$ cat src/rtl/spi_pkg.sv
// Shared constants and types for the SPI receive path: APB register offsets,
// status bit positions and the deserializer state encoding.
package spi_pkg;

  localparam int REGRX_OFFSET_DFLT     = 'h08;
  localparam int REGSTATUS_OFFSET_DFLT = 'h04;

  localparam int ST_EMPTY = 0;
  localparam int ST_FULL  = 1;
  localparam int ST_OVR   = 2;
  localparam int ST_UND   = 3;
  localparam int ST_FERR  = 4;

  typedef enum logic {
    IDLE,
    SHIFT
  } rx_state_t;

endpackage

$ cat src/rtl/spi_rx_fifo.sv
// Receive FIFO: power-of-two ring buffer with a separate occupancy counter so
// full and empty stay distinguishable when the pointers coincide.
module spi_rx_fifo #(
  parameter int FIFO_DEPTH = 8,
  parameter int DATA_WIDTH = 8
) (
  input  logic                          clk,
  input  logic                          rst,
  input  logic                          push,
  input  logic [DATA_WIDTH-1:0]         din,
  input  logic                          pop,
  output logic [DATA_WIDTH-1:0]         dout,
  output logic [$clog2(FIFO_DEPTH):0]   cnt,
  output logic                          empty,
  output logic                          full,
  output logic                          overrun
);

  localparam int PTR_W = $clog2(FIFO_DEPTH);
  localparam int CNT_W = PTR_W + 1;

  logic [DATA_WIDTH-1:0] mem [FIFO_DEPTH];
  logic [PTR_W-1:0]      wr_ptr;
  logic [PTR_W-1:0]      rd_ptr;
  logic [CNT_W-1:0]      cnt_r;
  logic                  pop_ok;
  logic                  push_ok;

  assign empty   = (cnt_r == '0);
  assign full    = (cnt_r == CNT_W'(FIFO_DEPTH));
  assign cnt     = cnt_r;
  assign dout    = mem[rd_ptr];

  // A pop frees the slot in the same edge, so a full FIFO still accepts a push.
  assign pop_ok  = pop & ~empty;
  assign push_ok = push & (~full | pop_ok);
  assign overrun = push & full & ~pop_ok;

  always_ff @(posedge clk) begin
    if (rst) begin
      wr_ptr <= '0;
      rd_ptr <= '0;
      cnt_r  <= '0;
    end else begin
      if (push_ok) wr_ptr <= wr_ptr + PTR_W'(1);
      if (pop_ok)  rd_ptr <= rd_ptr + PTR_W'(1);
      case ({push_ok, pop_ok})
        2'b10:   cnt_r <= cnt_r + CNT_W'(1);
        2'b01:   cnt_r <= cnt_r - CNT_W'(1);
        default: cnt_r <= cnt_r;
      endcase
    end
  end

  always_ff @(posedge clk) begin
    if (push_ok) mem[wr_ptr] <= din;
  end

endmodule

$ cat src/rtl/spi_rx_path.sv
// SPI receive path: MISO deserializer, RX FIFO, sticky error flags and the
// APB read/status port that drains them.
module spi_rx_path
  import spi_pkg::*;
#(
  parameter int FIFO_DEPTH = 8,
  parameter int DATA_WIDTH = 8,
  parameter int ADDR_WIDTH = 8,
  parameter logic [ADDR_WIDTH-1:0] REGRX_ADDR_OFFSET     = ADDR_WIDTH'(REGRX_OFFSET_DFLT),
  parameter logic [ADDR_WIDTH-1:0] REGSTATUS_ADDR_OFFSET = ADDR_WIDTH'(REGSTATUS_OFFSET_DFLT)
) (
  input  logic                        PCLK,
  input  logic                        PRESET,
  input  logic                        PSEL,
  input  logic                        PENABLE,
  input  logic                        PWRITE,
  input  logic [ADDR_WIDTH-1:0]       PADDR,
  input  logic [31:0]                 PWDATA,
  output logic [31:0]                 PRDATA,
  output logic                        PREADY,
  input  logic                        CS_N,
  input  logic                        SAMPLE,
  input  logic                        MISO,
  output logic [$clog2(FIFO_DEPTH):0] CNT,
  output logic                        EMPTY,
  output logic                        FULL,
  output logic                        RX_IRQ
);

  localparam int BC_W = $clog2(DATA_WIDTH);

  rx_state_t             state;
  logic [BC_W-1:0]       bit_cnt;
  logic [DATA_WIDTH-1:0] shreg;
  logic [DATA_WIDTH-1:0] din;
  logic [DATA_WIDTH-1:0] head;
  logic                  sample_en;
  logic                  last_bit;
  logic                  push;
  logic                  pop;
  logic                  ovr_pulse;
  logic                  ferr_set;
  logic                  und_set;
  logic                  rd_access;
  logic                  wr_access;
  logic                  sel_rx;
  logic                  sel_st;
  logic [2:0]            sticky;
  logic [2:0]            sticky_set;
  logic [2:0]            sticky_clr;
  logic                  unused_pwdata;

  assign PREADY    = 1'b1;
  assign rd_access = PSEL & PENABLE & ~PWRITE;
  assign wr_access = PSEL & PENABLE & PWRITE;
  assign sel_rx    = (PADDR == REGRX_ADDR_OFFSET);
  assign sel_st    = (PADDR == REGSTATUS_ADDR_OFFSET);

  // The completing sample pushes straight from the wire so the byte lands in
  // the FIFO on the same edge as the last bit.
  assign sample_en = (state == SHIFT) & ~CS_N & SAMPLE;
  assign last_bit  = (bit_cnt == BC_W'(DATA_WIDTH - 1));
  assign din       = {shreg[DATA_WIDTH-2:0], MISO};
  assign push      = sample_en & last_bit;
  assign ferr_set  = (state == SHIFT) & CS_N & (bit_cnt != '0);

  assign pop       = rd_access & sel_rx & ~EMPTY;
  assign und_set   = rd_access & sel_rx & EMPTY;

  always_ff @(posedge PCLK) begin
    if (PRESET) begin
      state   <= IDLE;
      bit_cnt <= '0;
    end else begin
      case (state)
        IDLE: begin
          bit_cnt <= '0;
          if (!CS_N) state <= SHIFT;
        end
        SHIFT: begin
          if (CS_N) begin
            state   <= IDLE;
            bit_cnt <= '0;
          end else if (SAMPLE) begin
            bit_cnt <= last_bit ? '0 : bit_cnt + BC_W'(1);
          end
        end
        default: begin
          state   <= IDLE;
          bit_cnt <= '0;
        end
      endcase
    end
  end

  always_ff @(posedge PCLK) begin
    if (sample_en) shreg <= din;
  end

  spi_rx_fifo #(
    .FIFO_DEPTH (FIFO_DEPTH),
    .DATA_WIDTH (DATA_WIDTH)
  ) u_fifo (
    .clk     (PCLK),
    .rst     (PRESET),
    .push    (push),
    .din     (din),
    .pop     (pop),
    .dout    (head),
    .cnt     (CNT),
    .empty   (EMPTY),
    .full    (FULL),
    .overrun (ovr_pulse)
  );

  // Sticky flags ordered {frame error, underrun, overrun} to line up with the
  // W1C field; a new event wins over a clear landing on the same edge.
  assign sticky_set = {ferr_set, und_set, ovr_pulse};
  assign sticky_clr = (wr_access & sel_st) ? PWDATA[ST_FERR:ST_OVR] : 3'b000;

  always_ff @(posedge PCLK) begin
    if (PRESET) begin
      sticky <= '0;
      RX_IRQ <= 1'b0;
    end else begin
      sticky <= (sticky & ~sticky_clr) | sticky_set;
      RX_IRQ <= ~EMPTY | (|sticky);
    end
  end

  always_comb begin
    PRDATA = '0;
    if (rd_access) begin
      if (sel_rx) begin
        if (!EMPTY) PRDATA = 32'(head);
      end else if (sel_st) begin
        PRDATA[ST_EMPTY] = EMPTY;
        PRDATA[ST_FULL]  = FULL;
        PRDATA[ST_OVR]   = sticky[0];
        PRDATA[ST_UND]   = sticky[1];
        PRDATA[ST_FERR]  = sticky[2];
        PRDATA[15:8]     = 8'(CNT);
      end
    end
  end

  assign unused_pwdata = ^{PWDATA[31:5], PWDATA[1:0]};

endmodule

$ cat config.mk
export PLATFORM = sky130hd
export DESIGN_NAME = spi_rx_path
export DESIGN_NICKNAME = d
export VERILOG_FILES = /design/src/rtl/spi_pkg.sv /design/src/rtl/spi_rx_fifo.sv /design/src/rtl/spi_rx_path.sv
export SDC_FILE = /design/constraint.sdc
export NUM_CORES = 1
export LEC_CHECK = 0
export ABC_AREA = 1
export CAP_MARGIN = 40
export CORE_UTILIZATION = 51
export DETAILED_ROUTE_END_ITERATION = 16
export HOLD_SLACK_MARGIN = 0.03
export MAX_ROUTING_LAYER = met4
export PLACE_DENSITY = 0.8
export SLEW_MARGIN = 10
export SYNTH_ARGS = -nofsm -noshare
export SYNTH_HDL_FRONTEND = slang
export SYNTH_HIERARCHICAL = 1
export SYNTH_SLANG_ARGS = --single-unit
$ cat constraint.sdc
create_clock -name PCLK -period 3.5 [get_ports PCLK]
set_clock_uncertainty 0.2 [all_clocks]
set_input_delay 0.35 -clock PCLK [delete_from_list [all_inputs] [get_ports PCLK]]
set_output_delay 0.35 -clock PCLK [all_outputs]
set_load 0.05 [all_outputs]
==> reports/results.txt <==
Synth Instances -> 402
Seq/Total Area, Yosys -> 60.5%
Hold/Removal Path Class -> reg -> reg
CTS root buf -> clkbuf_8
number of H-tree levels -> 3
Die Ht -> 93.0 um
number of port buffers -> 37
clk_lat worst skew -> 0.36 ns
Max Cap Violations -> 0
DRC -> 0
Synth-to-Final Area Change -> 16.3%
antenna fix cells -> 0
syn_area_per_cell -> 10.5 um2
commonest non-fill, non-tap cell in the layout -> edfxtp_1
unrepaired setup endpoints after global routing -> no
post-DR wirelength/cell -> 14.6 um
initial cell density of the core -> 53.8%
Synth cell types -> 33
Worst Setup End Kind -> output port
Setup Buffers After CTS -> 0
Die ar. -> 8640 um2
share of layout cells above drive strength 1 -> 13.4%
width of the die -> 93.0 um
CTS max path bufs -> 2
number of detailed-route iterations in the first pass -> 4
first-pass GRT wire length -> 12.9 mm
Worst-Margin Slew -> 0.543 ns
most frequent cells in the layout -> 71 x edfxtp_1, 57 x nor2_1, 57 x nand2_1
critical path startpoint category -> flop
slew margin rel. -> 63.7%
FF+latch count, synth -> 92
status -> complete, no violations
FMAX -> 316 MHz
final setup fails -> 0
final hold violations -> 0
vias in the first global route -> 2,698
fin. max-slew vios -> 0
Max FO, Critical Path -> 20
final WL -> 8.11 mm
hold-fix buffers at CTS -> 0
critical path class -> reg -> out
Final GP Congestion -> 0.746
io pins -> 88
initial antenna violation count -> 0
Routed Antenna Nets -> 0
hpwl dp -> 5.45 mm
Ys Warns -> 6
pin count of the biggest net entering global routing -> 33
via count -> 2,856
setup_tns -> 0 ns
initial DRC count -> 183
min cycle time layout -> 3.17 ns
Peak VDD IR -> 0.000268 V
clk sink count -> 92
Worst Slack Setup Final -> 0.334 ns
final net count -> 506
Cell Area, Synth -> 4220 um2
CTS tree -> done
core footprint -> 7850 um2
post-CTS resize count -> 0
Leak -> 1.86 nW
Arrival @ worst endpoint -> 2.62 ns
Required @ worst endpoint -> 2.95 ns
clk slew on worst S/H paths -> 0.08 ns
CTS Buf Count -> 9
vias per std cell -> 5.14
post-place setup slack -> 0.432 ns
Pwr Density -> 426 nW/um2
gr usage total -> 20.6%
final cycle utilization of the critical path -> 90.5%
gr ovfl total -> 0
Cell Rows -> 32
area by class of cell:
| type | instances | area (um2) |
|---|---|---|
| Sequential cell | 92 | 2550 |
| Tap cell | 102 | 128 |
| Inverter | 36 | 140 |
| Clock buffer | 9 | 124 |
| Multi-Input combinational cell | 262 | 1390 |
| Timing Repair Buffer | 49 | 460 |
| Clock inverter | 6 | 113 |
| Fill cell | 637 | 2940 |
Yosys cell counts:
cell type / n / area (um2)
and3_1: 1 / 6.26
a21oi_2: 2 / 17.5
o211ai_1: 1 / 7.51
nand2_1: 57 / 214
nor2_2: 9 / 56.3
ha_1: 8 / 100
nand2_2: 5 / 31.3
clkbuf_2: 1 / 5.00
buf_4: 23 / 173
and3_4: 1 / 11.3
o22ai_1: 8 / 50.1
a21oi_1: 12 / 60.1
inv_1: 31 / 116
mux2i_1: 8 / 80.1
xor2_1: 2 / 17.5
conb_1: 2 / 7.51
nand3_1: 15 / 75.1
dfxtp_1: 21 / 420
nor3b_4: 1 / 18.8
nor2_1: 57 / 214
inv_4: 2 / 12.5
inv_2: 3 / 11.3
buf_2: 4 / 20.0
edfxtp_1: 71 / 2130
xnor2_1: 2 / 17.5
nor2_4: 3 / 33.8
o21ai_0: 34 / 170
o21ai_1: 5 / 25.0
clkbuf_1: 3 / 11.3
nand3_2: 3 / 30.0
nor2_8: 1 / 20.0
nor3_1: 2 / 10.0
nand2_4: 4 / 45.0
stage by stage:
step	total power [mW]	cells	hold slack, ns	utilization, %	area, um2
floorplan	1.27	421	0.212	-	4290
global placement	1.28	541	0.262	59.5	4670
detailed placement	1.28	541	0.277	59.5	4670
CTS	2.10	556	0.288	62.5	4910
global route	2.16	556	0.312	62.5	4910
finish	2.09	556	0.283	62.5	4910
critical path, cell delays in order (launching register included):
cell,delay (ns)
dfxtp_1,0.44
buf_4,0.30
nor2_1,0.08
nor2_1,0.10
o21ai_0,0.10
o21ai_1,0.11
nand2_1,0.08
nand2_1,0.12
nand2_1,0.07
nand2_1,0.07
clkdlybuf4s50_1,0.81
sequential cells by signal (all words and copies together) (netlist names), named ones only:
register and count:
u_fifo/mem 64, shreg 7, sticky 3, u_fifo/cnt 4, bit_cnt 3, u_fifo/rd_ptr 3, RX_IRQ 1, u_fifo/wr_ptr 3
state 1
per-layer routing:
| layer | global-route usage (%) | routed length, um | up-vias |
|---|---|---|---|
| met3 | 3.20 | 320 | 10 |
| met1 | 24.2 | 3540 | 1371 |
| met5 | - | 0 | - |
| met2 | 35.5 | 4110 | 71 |
| li1 | - | - | 1404 |
| met4 | 8.33 | 142 | 0 |
kinds of logic (layout without fill, tap and decap cells):
kind of cell	after synthesis	after routing	share of synthesized area [%]
flops	92	92	60.5
simple gates	159	159	18.1
xor+xnor	4	4	0.830
other cells	2	21	0.178
compound gates	62	62	7.83
fa+ha+maj	8	8	2.37
mux	8	8	1.90
buf+inv	67	100	8.27
path summary, 6_finish.rpt:
check,startpoint,to,slack [ns],cells past startpoint
setup / recovery,flop,PRDATA[1],0.33,10
hold / removal,sticky[0]$_SDFF_PP0_,sticky[0]$_SDFF_PP0_,0.28,2
setup reg to reg,u_fifo/cnt[2]$_SDFFE_PP0P_,u_fifo/cnt[2]$_SDFFE_PP0P_,0.74,16
hold reg to reg,sticky[0]$_SDFF_PP0_,sticky[0]$_SDFF_PP0_,0.28,2
where the power goes:
part / switching (mW) / leakage (nW) / internal [mW]
logic: 0.0662 / 0.936 / 0.0228
registers: 0.00290 / 0.808 / 1.17
clock network: 0.361 / 0.120 / 0.473
Power figures use the tool's default switching activity.
